File: src/rtl/wam_pkg.sv
// Shared constants for the mole-life controller: hole-select modes, LFSR tap masks
// and a constant-width helper.
package wam_pkg;

  localparam logic MODE_RR  = 1'b0;
  localparam logic MODE_RND = 1'b1;

  localparam logic [7:0]  TAPS8  = 8'hB8;
  localparam logic [15:0] TAPS16 = 16'hB400;

  localparam int MAX_HOLES = 16;

  function automatic int clog2(input int v);
    int r;
    r = 0;
    for (int i = 0; i < 31; i++) begin
      if ((1 << i) < v) r = i + 1;
    end
    return r;
  endfunction

endpackage

File: src/rtl/wam_lfsr.sv
// Right-shifting Galois LFSR (W = 8 or 16), steps once per adv; ld takes priority.
// A zero seed is replaced by all ones so the register can never lock up at zero.
module wam_lfsr
  import wam_pkg::*;
#(
  parameter int W = 8
) (
  input  logic         clk,
  input  logic         clr_n,
  input  logic         adv,
  input  logic         ld,
  input  logic [W-1:0] seed,
  output logic [W-1:0] num
);

  localparam logic [W-1:0] TAPS = (W == 16) ? W'(TAPS16) : W'(TAPS8);

  logic [W-1:0] r_lfsr;

  always_ff @(posedge clk or negedge clr_n) begin
    if (!clr_n) begin
      r_lfsr <= '1;
    end else if (ld) begin
      r_lfsr <= (seed == '0) ? '1 : seed;
    end else if (adv) begin
      r_lfsr <= (r_lfsr >> 1) ^ (r_lfsr[0] ? TAPS : '0);
    end
  end

  assign num = r_lfsr;

endmodule

File: src/rtl/wam_gen_multi.sv
// Mole-life controller for N holes: tick divider, spawn/expire/hit per hole, cooldown,
// live cap; hit_ok/miss are registered one-cycle pulses, live is combinational.
module wam_gen_multi
  import wam_pkg::*;
#(
  parameter int N_HOLES  = 8,
  parameter int AGE_W    = 4,
  parameter int LFSR_W   = 8,
  parameter int TICK_DIV = 8,
  parameter int COOL     = 2,
  parameter int MAX_LIVE = 3
) (
  input  logic                           clk,
  input  logic                           clr_n,
  input  logic                           en,
  input  logic                           seed_ld,
  input  logic [LFSR_W-1:0]              seed,
  input  logic                           mode,
  input  logic [N_HOLES-1:0]             hit,
  input  logic [AGE_W-1:0]               age,
  input  logic [LFSR_W-1:0]              rto,
  output logic [N_HOLES-1:0]             holes,
  output logic [N_HOLES-1:0]             hit_ok,
  output logic [N_HOLES-1:0]             miss,
  output logic [clog2(N_HOLES+1)-1:0]    live
);

  localparam int PTR_W  = clog2(N_HOLES);
  localparam int DIV_W  = clog2(TICK_DIV);
  localparam int LIVE_W = clog2(N_HOLES + 1);
  localparam int COOL_W = (COOL < 1) ? 1 : clog2(COOL + 1);

  logic [DIV_W-1:0]  r_div;
  logic [PTR_W-1:0]  r_ptr;
  logic              w_tick;
  logic [LFSR_W-1:0] w_rnd;
  logic [PTR_W-1:0]  w_cand;
  logic              w_spawn;
  logic [N_HOLES-1:0] w_up;
  logic [N_HOLES-1:0] w_cool_z;
  logic [LIVE_W-1:0] w_live;

  // A seed load restarts the tick phase and suppresses the tick in that cycle.
  assign w_tick = en && !seed_ld && (r_div == DIV_W'(TICK_DIV - 1));

  always_ff @(posedge clk or negedge clr_n) begin
    if (!clr_n) begin
      r_div <= '0;
    end else if (seed_ld) begin
      r_div <= '0;
    end else if (en) begin
      r_div <= (r_div == DIV_W'(TICK_DIV - 1)) ? '0 : r_div + DIV_W'(1);
    end
  end

  always_ff @(posedge clk or negedge clr_n) begin
    if (!clr_n) begin
      r_ptr <= '0;
    end else if (w_tick) begin
      r_ptr <= (r_ptr == PTR_W'(N_HOLES - 1)) ? '0 : r_ptr + PTR_W'(1);
    end
  end

  wam_lfsr #(.W(LFSR_W)) u_lfsr (
    .clk   (clk),
    .clr_n (clr_n),
    .adv   (w_tick),
    .ld    (seed_ld),
    .seed  (seed),
    .num   (w_rnd)
  );

  assign w_cand = (mode == MODE_RR) ? r_ptr
                                    : PTR_W'(32'(w_rnd[3:0]) % N_HOLES);

  always_comb begin
    w_live = '0;
    for (int i = 0; i < N_HOLES; i++) begin
      w_live = w_live + LIVE_W'(w_up[i]);
    end
  end

  // Every condition uses pre-tick state, so a slot freed by expiry is reusable next tick.
  assign w_spawn = w_tick && (w_rnd < rto) && !w_up[w_cand] && w_cool_z[w_cand]
                   && !hit[w_cand] && (w_live < LIVE_W'(MAX_LIVE));

  for (genvar gi = 0; gi < N_HOLES; gi++) begin : g_hole
    logic [AGE_W-1:0]  r_cnt;
    logic [COOL_W-1:0] r_cool;
    logic              r_up;
    logic              r_hit_ok;
    logic              r_miss;
    logic              w_hit;
    logic              w_exp;
    logic              w_new;

    assign w_hit = hit[gi] && r_up;
    // >= rather than == so lowering age under a live mole still retires it.
    assign w_exp = w_tick && r_up && !w_hit && (r_cnt >= age);
    assign w_new = w_spawn && (w_cand == PTR_W'(gi));

    always_ff @(posedge clk or negedge clr_n) begin
      if (!clr_n) begin
        r_up     <= 1'b0;
        r_cnt    <= '0;
        r_cool   <= '0;
        r_hit_ok <= 1'b0;
        r_miss   <= 1'b0;
      end else begin
        r_hit_ok <= w_hit;
        r_miss   <= w_exp;
        if (w_hit || w_exp) begin
          r_up   <= 1'b0;
          r_cnt  <= '0;
          r_cool <= COOL_W'(COOL);
        end else begin
          if (w_tick && r_up) r_cnt <= r_cnt + AGE_W'(1);
          if (w_tick && (r_cool != '0)) r_cool <= r_cool - COOL_W'(1);
          if (w_new) begin
            r_up  <= 1'b1;
            r_cnt <= '0;
          end
        end
      end
    end

    assign w_up[gi]     = r_up;
    assign w_cool_z[gi] = (r_cool == '0);
    assign hit_ok[gi]   = r_hit_ok;
    assign miss[gi]     = r_miss;
  end

  assign holes = w_up;
  assign live  = w_live;

endmodule
File: config.mk
export PLATFORM = sky130hd
export DESIGN_NAME = wam_gen_multi
export DESIGN_NICKNAME = d
export VERILOG_FILES = /design/src/rtl/wam_pkg.sv /design/src/rtl/wam_lfsr.sv /design/src/rtl/wam_gen_multi.sv
export SDC_FILE = /design/constraint.sdc
export NUM_CORES = 1
export LEC_CHECK = 0
export BUFFER_PORTS_ARGS = -buffer_cell sky130_fd_sc_hd__buf_2
export CELL_PAD_IN_SITES_DETAIL_PLACEMENT = 1
export CELL_PAD_IN_SITES_GLOBAL_PLACEMENT = 1
export CORE_UTILIZATION = 35
export DETAILED_ROUTE_END_ITERATION = 12
export GPL_TIMING_DRIVEN = 0
export PLACE_DENSITY = 0.61
export SLEW_MARGIN = 20
export SYNTH_ARGS = -nofsm -noshare
export SYNTH_HDL_FRONTEND = slang
export SYNTH_HIERARCHICAL = 1
export SYNTH_SLANG_ARGS = --single-unit
File: constraint.sdc
create_clock -name clk -period 6.45 [get_ports clk]
set_clock_uncertainty 0.1 [all_clocks]
set_input_delay 0.645 -clock clk [delete_from_list [all_inputs] [get_ports clk]]
set_output_delay 0.645 -clock clk [all_outputs]
set_load 0.02 [all_outputs]
# Word-level counts from Yosys, hierarchy flattened
# Index checks and enable logic that the tools add are counted.
[classes]
addsub = 25
magnitude_cmp = 11
eq_ne = 9
mux = 71
n_bitwise = 1
reduce_logical = 118
[ops]
columns = ["operator", "n"]
rows = [
  ["2-to-1 mux 4 bit", 24],
  ["logical AND 1 bit", 55],
  ["nonzero test 2 bit", 26],
  ["adder 4 x 1 -> 4 bit (second input constant)", 8],
  [">= comparator 4 bit", 8],
  ["2-to-1 mux 2 bit", 16],
  ["2-to-1 mux 8 bit", 4],
  ["nonzero test 3 bit", 8],
  ["2-to-1 mux 1 bit", 19],
  ["== test 3 bit (second input constant)", 6],
  ["adder 4 x 1 -> 4 bit", 4],
  ["logical NOT 2 bit", 8],
  ["subtractor 2 x 1 -> 2 bit (second input constant)", 8],
  ["2-to-1 mux 3 bit", 5],
  ["logical NOT 1 bit", 11],
  ["binary-select mux 1 bit (select 3 bit)", 3],
  ["logical NOT 8 bit", 1],
  ["logical OR 1 bit", 8],
  ["< comparator 8 bit", 1],
  ["bitwise XOR 7 x 8 -> 8 bit", 1],
  ["adder 3 x 1 -> 3 bit (second input constant)", 2],
  ["== test 3 x 2 -> 1 bit (second input constant)", 2],
  ["adder 3 x 1 -> 4 bit", 1],
  ["< comparator 3 x 4 -> 1 bit (second input constant)", 1],
  ["5 further kinds", 5],
]
[totals]
ff_bits = 86
inputBits = 33
output_inout_bits = 28
word_cells = 278

# Depth between registers and ports, before layout
# Gate-level depths: netlist of run 1.
[logic_depth]
ltp_word = 12
mapped_depth = 12
depth_no_buf = 12

# By module
# Netlist of run 1, hierarchy kept.
[by_module_without_submodules]
columns = ["module", "instances", "cells_each", "area_per_inst_um2", "seq_area_each_um2"]
rows = [
  ["wam_gen_multi", 1, 525, 5117.4, 1951.9],
  ["wam_lfsr", 1, 46, 476.7, 210.2],
]

# Worst setup path after synthesis of run 1
# No wires, ideal clock.
[synth_path]
path_type = "register to register"
start = "reg g_hole[0].r_up"
end = "reg g_hole[2].r_up"
t_arrival_ns = 4.033
t_required_ns = 6.258
slack_ns = 2.225
path_stages_with_launch = 13
path_buffers = 0
synth_period_minus_slack_ns = 4.225
cell_sequence = "dfrtp_1 -> fa_1 -> inv_1 -> fa_1 -> fa_1 -> inv_1 -> ha_1 -> fa_1 -> a221o_1 -> nor3_4 -> o2111ai_2 -> or3_4 -> o31ai_2"
[synth_between]
elab_chain_len = 11
[synth_lines]
columns = ["item", "line_no", "text"]
rows = [
  ["start, declared", "wam_gen_multi.sv:90", "logic r_up;"],
  ["start signal, assigned", "wam_gen_multi.sv:104", "r_up <= 1'b0;"],
  ["start signal, assigned", "wam_gen_multi.sv:113", "r_up <= 1'b0;"],
  ["start signal, assigned", "wam_gen_multi.sv:120", "r_up <= 1'b1;"],
  ["adder 1 x 1 -> 2 bit", "wam_gen_multi.sv:79", "w_live = w_live + LIVE_W'(w_up[i]);"],
  ["adder 2 x 1 -> 3 bit", "wam_gen_multi.sv:79", ""],
  ["adder 3 x 1 -> 4 bit", "wam_gen_multi.sv:79", ""],
  ["adder 4 x 1 -> 4 bit (4 in series)", "wam_gen_multi.sv:79", ""],
  ["net live[1]", "wam_gen_multi.sv:25", "output logic [clog2(N_HOLES+1)-1:0] live"],
  ["< comparator 4 x 2 -> 1 bit", "wam_gen_multi.sv:85", "&& !hit[w_cand] && (w_live < LIVE_W'(MAX_LIVE));"],
  ["logical AND 1 bit", "wam_gen_multi.sv:85", ""],
  ["logical AND 1 bit", "wam_gen_multi.sv:100", "assign w_new = w_spawn && (w_cand == PTR_W'(gi));"],
  ["nonzero test 2 bit (no line)", "-", ""],
  ["end signal, assigned", "wam_gen_multi.sv:104", ""],
  ["end signal, assigned", "wam_gen_multi.sv:113", ""],
  ["end signal, assigned", "wam_gen_multi.sv:120", ""],
  ["end, declared", "wam_gen_multi.sv:90", ""],
]
# The timed path passes the listed nets, and every way through them passes these cells. The select of a mux whose other input is x is not followed.
# A chain may end at the register's enable or synchronous reset.

# Worst setup path after layout of run 1
[layout_path]
start = "reg g_hole[0].r_up"
end = "reg g_hole[3].r_cnt[0]"
[layout_between]
elab_chain_len = 12
[layout_lines]
columns = ["item", "line_no", "text"]
rows = [
  ["adder 1 x 1 -> 2 bit", "wam_gen_multi.sv:79", ""],
  ["adder 2 x 1 -> 3 bit", "wam_gen_multi.sv:79", ""],
  ["adder 3 x 1 -> 4 bit", "wam_gen_multi.sv:79", ""],
  ["adder 4 x 1 -> 4 bit (4 in series)", "wam_gen_multi.sv:79", ""],
  ["< comparator 4 x 2 -> 1 bit", "wam_gen_multi.sv:85", ""],
  ["logical AND 1 bit *", "wam_gen_multi.sv:85", ""],
  ["logical AND 1 bit *", "wam_gen_multi.sv:100", ""],
  ["2-to-1 mux 4 bit", "wam_gen_multi.sv:119", "if (w_new) begin"],
  ["2-to-1 mux 4 bit", "wam_gen_multi.sv:112", "if (w_hit || w_exp) begin"],
  ["end signal, assigned", "wam_gen_multi.sv:117", "if (w_tick && r_up) r_cnt <= r_cnt + AGE_W'(1);"],
  ["end, declared", "wam_gen_multi.sv:88", "logic [AGE_W-1:0] r_cnt;"],
]
# Every way passes the cells marked *; elsewhere a longest branch is shown, timed or not. The select of a mux whose other input is x is not followed.

==> results of run 1 <==
layer usage:
metal	GRT usage [%]	share of wire [%]	vias to the layer above
met4	7.13	1.6	0
met2	32.3	50	51
li1	-	-	2115
met3	3.28	2.8	16
met5	0	0	-
met1	23.4	46	2150
logic make-up (layout without fill, tap and decap cells):
family | count (synthesis) | after routing
AO/OA/AOI/OAI | 88 | 88
XOR/XNOR | 36 | 36
adder cells (fa/ha/maj) | 66 | 66
buffers and inverters | 88 | 163
flip-flops | 86 | 86
multiplexers | 18 | 18
AND/OR/NAND/NOR | 189 | 189
sequential cells by signal, summed over array words and instances (netlist names):
register / flops
r_div: 3
g_hole.r_up: 8
g_hole.r_miss: 8
u_lfsr/num: 8
r_ptr: 3
g_hole.r_hit_ok: 8
g_hole.r_cnt: 32
g_hole.r_cool: 16
layout by cell type (no fill, tap or decap), types with 11 or more instances in the layout:
cell      n
dfrtp_1  78
nor2_1   45
xnor2_1  27
ha_1     62
o21ai_0  11
mux2i_1  15
a21oi_1  20
nor3_1   39
inv_1    52
nand3_1  24
buf_2    60
nand2_1  29
buf_4    26
where the power goes:
part	leakage, nW	internal, W	switching, W
clock	0.162	0.000361	0.000228
combinational	2.03	0.0000409	0.0000602
sequential	1.13	0.000550	0.00000864
total	3.32	0.000951	0.000297
worst reg2reg max path, delay by kind of cell (launching register included):
| kind | cells | cell delay, ns |
|---|---|---|
| AO/OA/AOI/OAI | 2 | 0.60 |
| adder cells (fa/ha/maj) | 5 | 2.27 |
| flip-flops | 1 | 0.51 |
| AND/OR/NAND/NOR | 3 | 0.99 |
| buffers and inverters | 2 | 0.09 |
path summary, 6_finish.rpt:
| kind | from | end | cells after the start |
|---|---|---|---|
| hold reg to reg | r_div[1]$_DFFE_PN0P_ | r_div[1]$_DFFE_PN0P_ | 2 |
| hold / removal | clr_n | g_hole[5].r_miss$_DFF_PN0_ | 1 |
| setup / recovery | g_hole[0].r_up$_DFFE_PN0P_ | g_hole[3].r_cnt[0]$_DFFE_PN0P_ | 12 |
| setup reg to reg | g_hole[0].r_up$_DFFE_PN0P_ | g_hole[3].r_cnt[0]$_DFFE_PN0P_ | 12 |
| max in group asynchronous | clr_n | u_lfsr/num[2]$_DFFE_PN1P_ | 2 |
| min in group clk | hit[4] | g_hole[4].r_miss$_DFF_PN0_ | 2 |
through the flow:
stage / setup WS, ns / cell area (µm²) / utilization (%) / cells
global route: 1.53 / 6520 / 42.2 / 857
floorplan: 2.23 / 5590 / - / 571
CTS: 1.72 / 6520 / 42.2 / 857
finish: 1.74 / 6520 / 42.2 / 857
global placement: 1.79 / 6150 / 39.9 / 840
detailed placement: 1.71 / 6180 / 40.1 / 841
layout make-up:
class | count | area (µm²)
clock buffer | 11 | 253
sequential | 86 | 2160
inverter | 52 | 195
buffer | 36 | 236
fill | 1861 | 8910
timing repair buffer | 59 | 324
clock inverter | 5 | 81.3
multi-input combinational | 397 | 3000
tap | 211 | 264
==> impl_metrics.yaml, run 1 <==
synth:
  yosys.area_share.xor_xnor_pct: 5.64
  ys_top_cells_by_area: "dfrtp_1, ha_1, xnor2_1, dfstp_2, nor3_1"
  netlist_instances: 571
  synth_edf_count: 0
  synthArstFlopShare_pct: 100
  avgSynthCellArea_um2: 9.80
  synth_fa_ha_area_share_pct: 15.3
  synthSimpleGateAreaFrac_pct: 17.7
  synth.distinct_cells: 64
  synth_ff_type: "dfrtp_1"
  synth_top_family_by_area: "simple AND/OR/NAND/NOR gates"
  synth.area.mux_share_pct: 3.29
  ys_seq_area_share_pct: 38.6
  ys_warn_count: 6
  synth_compound_area_share_pct: 11.7
  ys_ff_latch: 86
  synth_top_area_share_pct: 34.9
  synth_area_mm2: 0.00559
  synth_nets: 670
  synthTopCellsByCount: "dfrtp_1, ha_1, inv_1, nor2_1, nor3_1"
  yosysTopAreaCell: "dfrtp_1"
  synth_most_common_cell: "dfrtp_1"
clock_network:
  cts-root-buf: "clkbuf_16"
  cts.sinks: 86
  clkTransAtPathRegs_ns: 0.07
  numCtsBuffers: 9
  cts_resized: 0
  clk-insertion-delay-late_ns: 0.35
  postCtsHoldBufs: 0
  post_cts_buffers: 0
  htreeDepth: 3
  clockBufferDepth: 2
  cts_tree: "done"
critical_path:
  r2r_setup_slack_ns: 1.74
  crit_top_cell: "fa_1"
  crit_slowest_cell: "nor4_1"
  critPathMaxStageDelay_ns: 0.68
  arrival_ns: 4.81
  cp_max_fo: 9
  cp_top_family: "adder cells"
  critical_path_required_ns: 6.55
  critPathKind: "flop to flop"
  crit_path_start_kind: "flop"
  path_buf_inv: 2
  critPathCaptureType: "flop"
  path_cells: "fa_1 > inv_1 > fa_1 > fa_1 > inv_1 > ha_1 > fa_1 > a221o_1 > nor3_4 > o2111ai_2 > nor4_1 > nor3_1"
finish:
  nets: 740
  antennaDiodeCount: 0
  drive_gt1_share_pct: 22.4
  synthToLayoutAreaGrowth_pct: 16.5
pwr:
  p_total_w: 0.00125
  power.density_mw_per_mm2: 192
  leakagePower_nw: 3.32
  vdd_ir_drop_max_v: 0.000132
placement:
  gp_congestion: 0.820
  place.port_buffers: 58
  dp_hpwl_um: 10800
timing:
  post-route-period-util_pct: 73.0
  fmax_mhz: 213
  worst_slew_pin_slew_ns: 0.845
  whs_ns: 0.0814
  setup-tns-final_ns: 0
  report.final.slew_viol_count: 0
  finalCriticalPeriod_ns: 4.71
  timing.final.hold_violations: 0
  rsz0062_at_grt: "false"
  relSlewSlack_pct: 43.2
  setup_viol: 0
detailed_routing:
  drtIter0Drc: 132
  vias: 4332
  post_drt_wl_per_cell_um: 16.6
  dr.pass1.iters: 4
  drt.antenna.violating_nets: 0
  drc_errors: 0
  via_per_inst: 5.05
  drt-total-wl_um: 14200
floorplanning:
  rows: 45
  ioPinCount: 61
  initial_core_util_pct: 36.3
  dieWidth_um: 128
  die-height_um: 128
  fp.coreArea_mm2: 0.0154
  die_area_mm2: 0.0165
global_routing:
  antenna_found_initial: 0
  grt_overflow: 0
  grt_start_max_net_pins: 55
  grt_pass1_vias: 4548
  grt.total_usage_pct: 18.7
  grt_pass1_wl_um: 23500
outcome:
  status: "finished clean"
worst_hold_path:
  hold_path.class: "input pin to asynchronous set/reset pin"
job:
  cap_violations: 0
Power figures use the tool's default switching activity.
==> run 2, diff against run 1 <==
- PLACE_DENSITY: 0.61 -> 0.63
- clock period: 6.45 -> 4.27 ns (I/O delays scaled with it)
==> run 2 against run 1 <==
Sequential power rose by 51%. Die area did not move. Worst setup slack got worse by 1.7 ns. Non-clock buffer count rose by 15. Routed wire length rose by 4.8%. Flip-flop and latch count did not move. First-iteration DRC count fell by 2.3%. Final cell count rose by 1.8%. Critical path type unchanged.
==> impl_metrics.yaml, run 2 (synthesis gave the netlist of run 1 again) <==
finish:
  top_regs: "g_hole.r_cnt x32, g_hole.r_cool x16"
  largest-register: "g_hole.r_cnt"
  fin_util_pct: 44.8
  largest_register_ffs: 32
  layout_commonest_cell: "dfrtp_1"
  final_cell_mix: "dfrtp_1, ha_1, buf_2"
  final_area_mm2: 0.00690
  multiInputGateArea_mm2: 0.00325
  synthToLayoutAreaGrowth_pct: 23.4
  nFillCells: 1776
  drive_gt1_share_pct: 28.7
  register_area_mm2: 0.00217
  antennaDiodeCount: 0
  nets: 755
floorplanning:
  die-height_um: 128
  fp.coreArea_mm2: 0.0154
  rows: 45
  ioPinCount: 61
  die_area_mm2: 0.0165
  initial_core_util_pct: 36.3
  dieWidth_um: 128
clock_network:
  clkTransAtPathRegs_ns: 0.06
  clk-insertion-delay-late_ns: 0.35
  cts.sinks: 86
  cts-root-buf: "clkbuf_16"
  clockBufferDepth: 2
  cts_tree: "done"
  htreeDepth: 3
  numCtsBuffers: 9
critical_path:
  crit_slowest_cell: "fa_1"
  cp_max_fo: 5
  crit_path_start_kind: "flop"
  path_buf_inv: 4
  critPathMaxStageDelay_ns: 0.57
  crit_start: "g_hole[1].r_up$_DFFE_PN0P_"
  path_cells: "fa_1 > inv_2 > fa_1 > fa_1 > inv_2 > ha_4 > fa_1 > a221o_1 > nor3_4 > buf_6 > o2111ai_4 > nor4_4 > buf_6 > nor3_1"
  crit_top_cell: "fa_1"
  cp_top_family: "adder cells"
  critical_path_required_ns: 4.39
  critPathKind: "flop to flop"
  r2r_start: "g_hole[1].r_up$_DFFE_PN0P_"
  critPathCaptureType: "flop"
  arrival_ns: 4.37
global_routing:
  antenna_found_initial: 0
  grt_pass1_vias: 4766
  grt_start_max_net_pins: 63
  grt_pass1_wl_um: 24700
  grt_overflow: 0
  grt.total_usage_pct: 19.6
placement:
  dp_hpwl_um: 10900
  placed_area_mm2: 0.00618
  place.port_buffers: 58
  gp_congestion: 0.790
job:
  cap_violations: 0
timing:
  worst_slew_pin_slew_ns: 0.763
  fmax_mhz: 235
  timing.final.hold_violations: 0
  rsz0062_at_grt: "true"
  report.final.slew_viol_count: 0
  relSlewSlack_pct: 48.8
  post-route-period-util_pct: 99.6
  finalCriticalPeriod_ns: 4.25
  setup_viol: 0
  whs_ns: 0.160
detailed_routing:
  drc_errors: 0
  via_per_inst: 5.08
  drt-total-wl_um: 14900
  dr.pass1.iters: 4
  drtIter0Drc: 129
  drt.antenna.violating_nets: 0
  vias: 4426
  post_drt_wl_per_cell_um: 17.1
worst_hold_path:
  hold_path.class: "input pin to flop"
  holdCritStartpoint: "hit[6]"
pwr:
  vdd_ir_drop_max_v: 0.000176
  leakagePower_nw: 3.40
  power.density_mw_per_mm2: 275
outcome:
  status: "finished clean"
run 2: changes by cell type in the layout (fill, tap and decap cells not counted), sizes merged:
cell	before	now
clkinv	2	1
clkinvlp	1	0
dlygate4sd3	0	1
clkbuf	16	18
buf	90	104
run 2: power breakdown:
| part | leakage, nW | internal (W) | switching [W] |
|---|---|---|---|
| Sequential | 1.12 | 0.000831 | 0.0000138 |
| Clock | 0.166 | 0.000560 | 0.000331 |
| Combinational | 2.12 | 0.0000633 | 0.000102 |
run 2: repair_timing:
action                     in CTS  in global routing
pin swaps                      20                 16
gates resized for setup        30                 20
setup endpoints to repair      35                 39
setup buffers                  11                  3
hold endpoints to repair       20                  0
hold buffers                    1                  0
run 2: path summary, 6_finish.rpt:
| check | cells after the start | end | slack (ns) |
|---|---|---|---|
| max | 14 | g_hole[5].r_cnt[0]$_DFFE_PN0P_ | 0.02 |
| min | 2 | g_hole[6].r_miss$_DFF_PN0_ | 0.16 |
| max reg2reg | 14 | g_hole[5].r_cnt[0]$_DFFE_PN0P_ | 0.02 |
| min reg2reg | 2 | r_div[1]$_DFFE_PN0P_ | 0.43 |
| max in group asynchronous | 3 | u_lfsr/num[0]$_DFFE_PN1P_ | 2.99 |
| min in group asynchronous | 2 | g_hole[7].r_cnt[0]$_DFFE_PN0P_ | 0.42 |
run 2: per-stage QoR:
step	setup WS (ns)	setup TNS, ns	std cells	power [W]
2_1_floorplan	0.0451	0	571	0.000941
3_3_place_gp	-0.370	-8.28	840	0.00100
3_5_place_dp	-0.424	-10.90	841	0.00102
4_1_cts	-0.113	-1.17	869	0.00193
5_1_grt	-0.176	-4.31	872	0.00198
6_report	0.0187	0	872	0.00190
run 2: layout make-up:
type | count | share of cell area [%]
clock inverter | 3 | 0.942
multi-input combinational | 397 | 47.1
tap | 211 | 3.82
timing repair buffer | 74 | 6.63
sequential | 86 | 31.4
clock buffer | 13 | 3.91
buffer | 36 | 3.43
inverter | 52 | 2.83
run 2: metal layers:
layer	vias up	share of wire [%]	global-route usage [%]
li1	2134	-	-
met2	69	50	34.3
met4	0	2.7	8.30
met5	-	0	0
met1	2196	45	23.8
met3	27	2.7	2.99
run 2: worst register-to-register path, stage by stage, from the launching register on:
cell and delay, ns:
dfrtp_2 0.43, fa_1 0.57, inv_2 0.04, fa_1 0.45, fa_1 0.51, inv_2 0.05, ha_4 0.16, fa_1 0.50
a221o_1 0.35, nor3_4 0.22, buf_6 0.14, o2111ai_4 0.18, nor4_4 0.20, buf_6 0.18, nor3_1 0.06
==> run 3, diff against run 2 <==
- ABC_AREA: not set -> 1
- PLACE_DENSITY: 0.63 -> 0.65
==> run 3 against run 2 <==
Critical path depth up 3. Total power up 15%. Synthesized cell count up 19%. Register-to-register slack better by 0.32 ns.
==> impl_metrics.yaml, run 3 <==
pwr:
  vdd_ir_drop_max_v: 0.000186
  leakagePower_nw: 3.68
  power.density_mw_per_mm2: 332
floorplanning:
  die_area_mm2: 0.0166
  rows: 45
  dieWidth_um: 129
  die-height_um: 129
  initial_core_util_pct: 36.4
  ioPinCount: 61
  fp.coreArea_mm2: 0.0154
finish:
  final_area_mm2: 0.00656
  drive_gt1_share_pct: 20.5
  nets: 849
  synthToLayoutAreaGrowth_pct: 16.7
  final_cell_mix: "inv_1, nand2_1, dfrtp_1"
  top_regs: "g_hole.r_cnt x32, g_hole.r_cool x16"
  largest_register_ffs: 32
  layout_commonest_cell: "inv_1"
  largest-register: "g_hole.r_cnt"
  antennaDiodeCount: 0
synth:
  netlist_instances: 677
  synthTopCellsByCount: "inv_1, nand2_1, dfrtp_1, nor2_1, ha_1"
  synth_nets: 776
  ys_seq_area_share_pct: 38.5
  yosysTopAreaCell: "dfrtp_1"
  synthArstFlopShare_pct: 100
  ys_ff_latch: 86
  synth_top_area_share_pct: 34.7
  synth_area_mm2: 0.00562
  synth_most_common_cell: "inv_1"
  synth_edf_count: 0
  ys_warn_count: 6
  synth_ff_type: "dfrtp_1"
  avgSynthCellArea_um2: 8.30
  ys_top_cells_by_area: "dfrtp_1, ha_1, inv_1, nand2_1, nor2_1"
  synth.distinct_cells: 28
timing:
  timing.final.hold_violations: 0
  rsz0062_at_grt: "false"
  setup-tns-final_ns: 0
  finalCriticalPeriod_ns: 3.93
  post-route-period-util_pct: 92.1
  fmax_mhz: 254
  relSlewSlack_pct: 60.8
  whs_ns: 0.210
  worst_slew_pin_slew_ns: 0.583
  setup_slack_ns: 0.336
  setup_viol: 0
  report.final.slew_viol_count: 0
clock_network:
  clockBufferDepth: 2
  numCtsBuffers: 9
  cts-root-buf: "clkbuf_16"
  cts_tree: "done"
  htreeDepth: 3
  cts.sinks: 86
  clkTransAtPathRegs_ns: 0.06
  clk-insertion-delay-late_ns: 0.35
  post_cts_buffers: 0
detailed_routing:
  post_drt_wl_per_cell_um: 14.7
  drc_errors: 0
  drtIter0Drc: 105
  via_per_inst: 4.70
  drt-total-wl_um: 14200
  drt.antenna.violating_nets: 0
  vias: 4540
  dr.pass1.iters: 4
critical_path:
  crit_path_start_kind: "flop"
  crit_slowest_cell: "fa_1"
  cp_top_family: "adder cells"
  cp_max_fo: 8
  path_buf_inv: 4
  critPathKind: "flop to flop"
  arrival_ns: 4.07
  critPathCaptureType: "flop"
  path_cells: "fa_1 > inv_1 > fa_1 > fa_1 > inv_1 > ha_1 > fa_2 > nand2_1 > inv_1 > nor2_1 > nand2_1 > nor2_1 > nand2_1 > inv_4 > nand4_1 > nand2_2 > nor2_1"
  critical_path_required_ns: 4.41
  critPathMaxStageDelay_ns: 0.55
placement:
  pre_cts_slack_ns: 0.121
  placed_area_mm2: 0.00622
  gp_congestion: 0.784
  place.port_buffers: 60
  dp_hpwl_um: 11100
global_routing:
  grt_pass1_wl_um: 24200
  grt_pass1_vias: 4977
  grt.total_usage_pct: 19.0
  grt_overflow: 0
  antenna_found_initial: 0
  grt_start_max_net_pins: 65
outcome:
  status: "finished clean"
job:
  cap_violations: 0
worst_hold_path:
  hold_path.class: "input pin to flop"
-- run 3: final timing paths --
kind / slack (ns) / end / start / depth (start not counted)
max in group asynchronous: 3.03 / u_lfsr/num[6]$_DFFE_PN1P_ / clr_n / 3
min reg2reg: 0.38 / u_lfsr/num[7]$_DFFE_PN1P_ / u_lfsr/num[7]$_DFFE_PN1P_ / 2
max reg2reg: 0.34 / g_hole[6].r_cnt[2]$_DFFE_PN0P_ / g_hole[0].r_up$_DFFE_PN0P_ / 17
max: 0.34 / g_hole[6].r_cnt[2]$_DFFE_PN0P_ / g_hole[0].r_up$_DFFE_PN0P_ / 17
min in group asynchronous: 0.41 / g_hole[0].r_cnt[3]$_DFFE_PN0P_ / clr_n / 2
min: 0.21 / g_hole[1].r_hit_ok$_DFF_PN0_ / hit[1] / 3
-- run 3: layer usage --
| layer | vias to the layer above | GRT usage [%] | part of all wire (%) |
|---|---|---|---|
| li1 | 2283 | - | - |
| met4 | 0 | 7.06 | 2.4 |
| met1 | 2166 | 22.5 | 45 |
| met3 | 21 | 4.16 | 3.6 |
| met2 | 70 | 33.5 | 50 |
| met5 | - | 0 | 0 |
-- run 3: cell type report --
cell class / count / area (µm²)
Multi-Input combinational cell: 443 / 2810
Clock buffer: 13 / 270
Clock inverter: 3 / 42.5
Sequential cell: 86 / 2160
Inverter: 121 / 457
Buffer: 27 / 206
Fill cell: 1882 / 8870
Tap cell: 211 / 264
Timing Repair Buffer: 62 / 344
-- run 3: repair_timing --
action,in CTS,in global routing
endpoints found under the hold margin,21,0
hold buffers,1,0
resized for setup,0,10
endpoints found under the setup margin,0,40
-- run 3: power by group --
part           internal, W  leakage, nW  switching [W]
combinational     0.000167         2.40       0.000266
sequential        0.000873         1.13      0.0000433
clock             0.000501        0.152       0.000330
-- run 3: worst min-delay path: cells and delay by family --
| family | cells | cell delay (ns) |
|---|---|---|
| buf+inv | 2 | 0.14 |
| simple gates | 1 | 0.06 |
-- run 3: kinds of logic after synthesis --
kind of cell,share of synthesized area (%)
fa+ha+maj,15.2
simple gates,22.2
buf+inv,11.8
compound gates,5.77
mux,1.60
flops,38.5
xor+xnor,4.99
-- run 3: through the flow --
stage               power [W]  util, %  cells
finish                0.00218     42.5    966
global route          0.00231     42.5    966
global placement      0.00133     40.1    948
CTS                   0.00222     42.4    966
detailed placement    0.00137     40.3    949
floorplan             0.00121        -    677
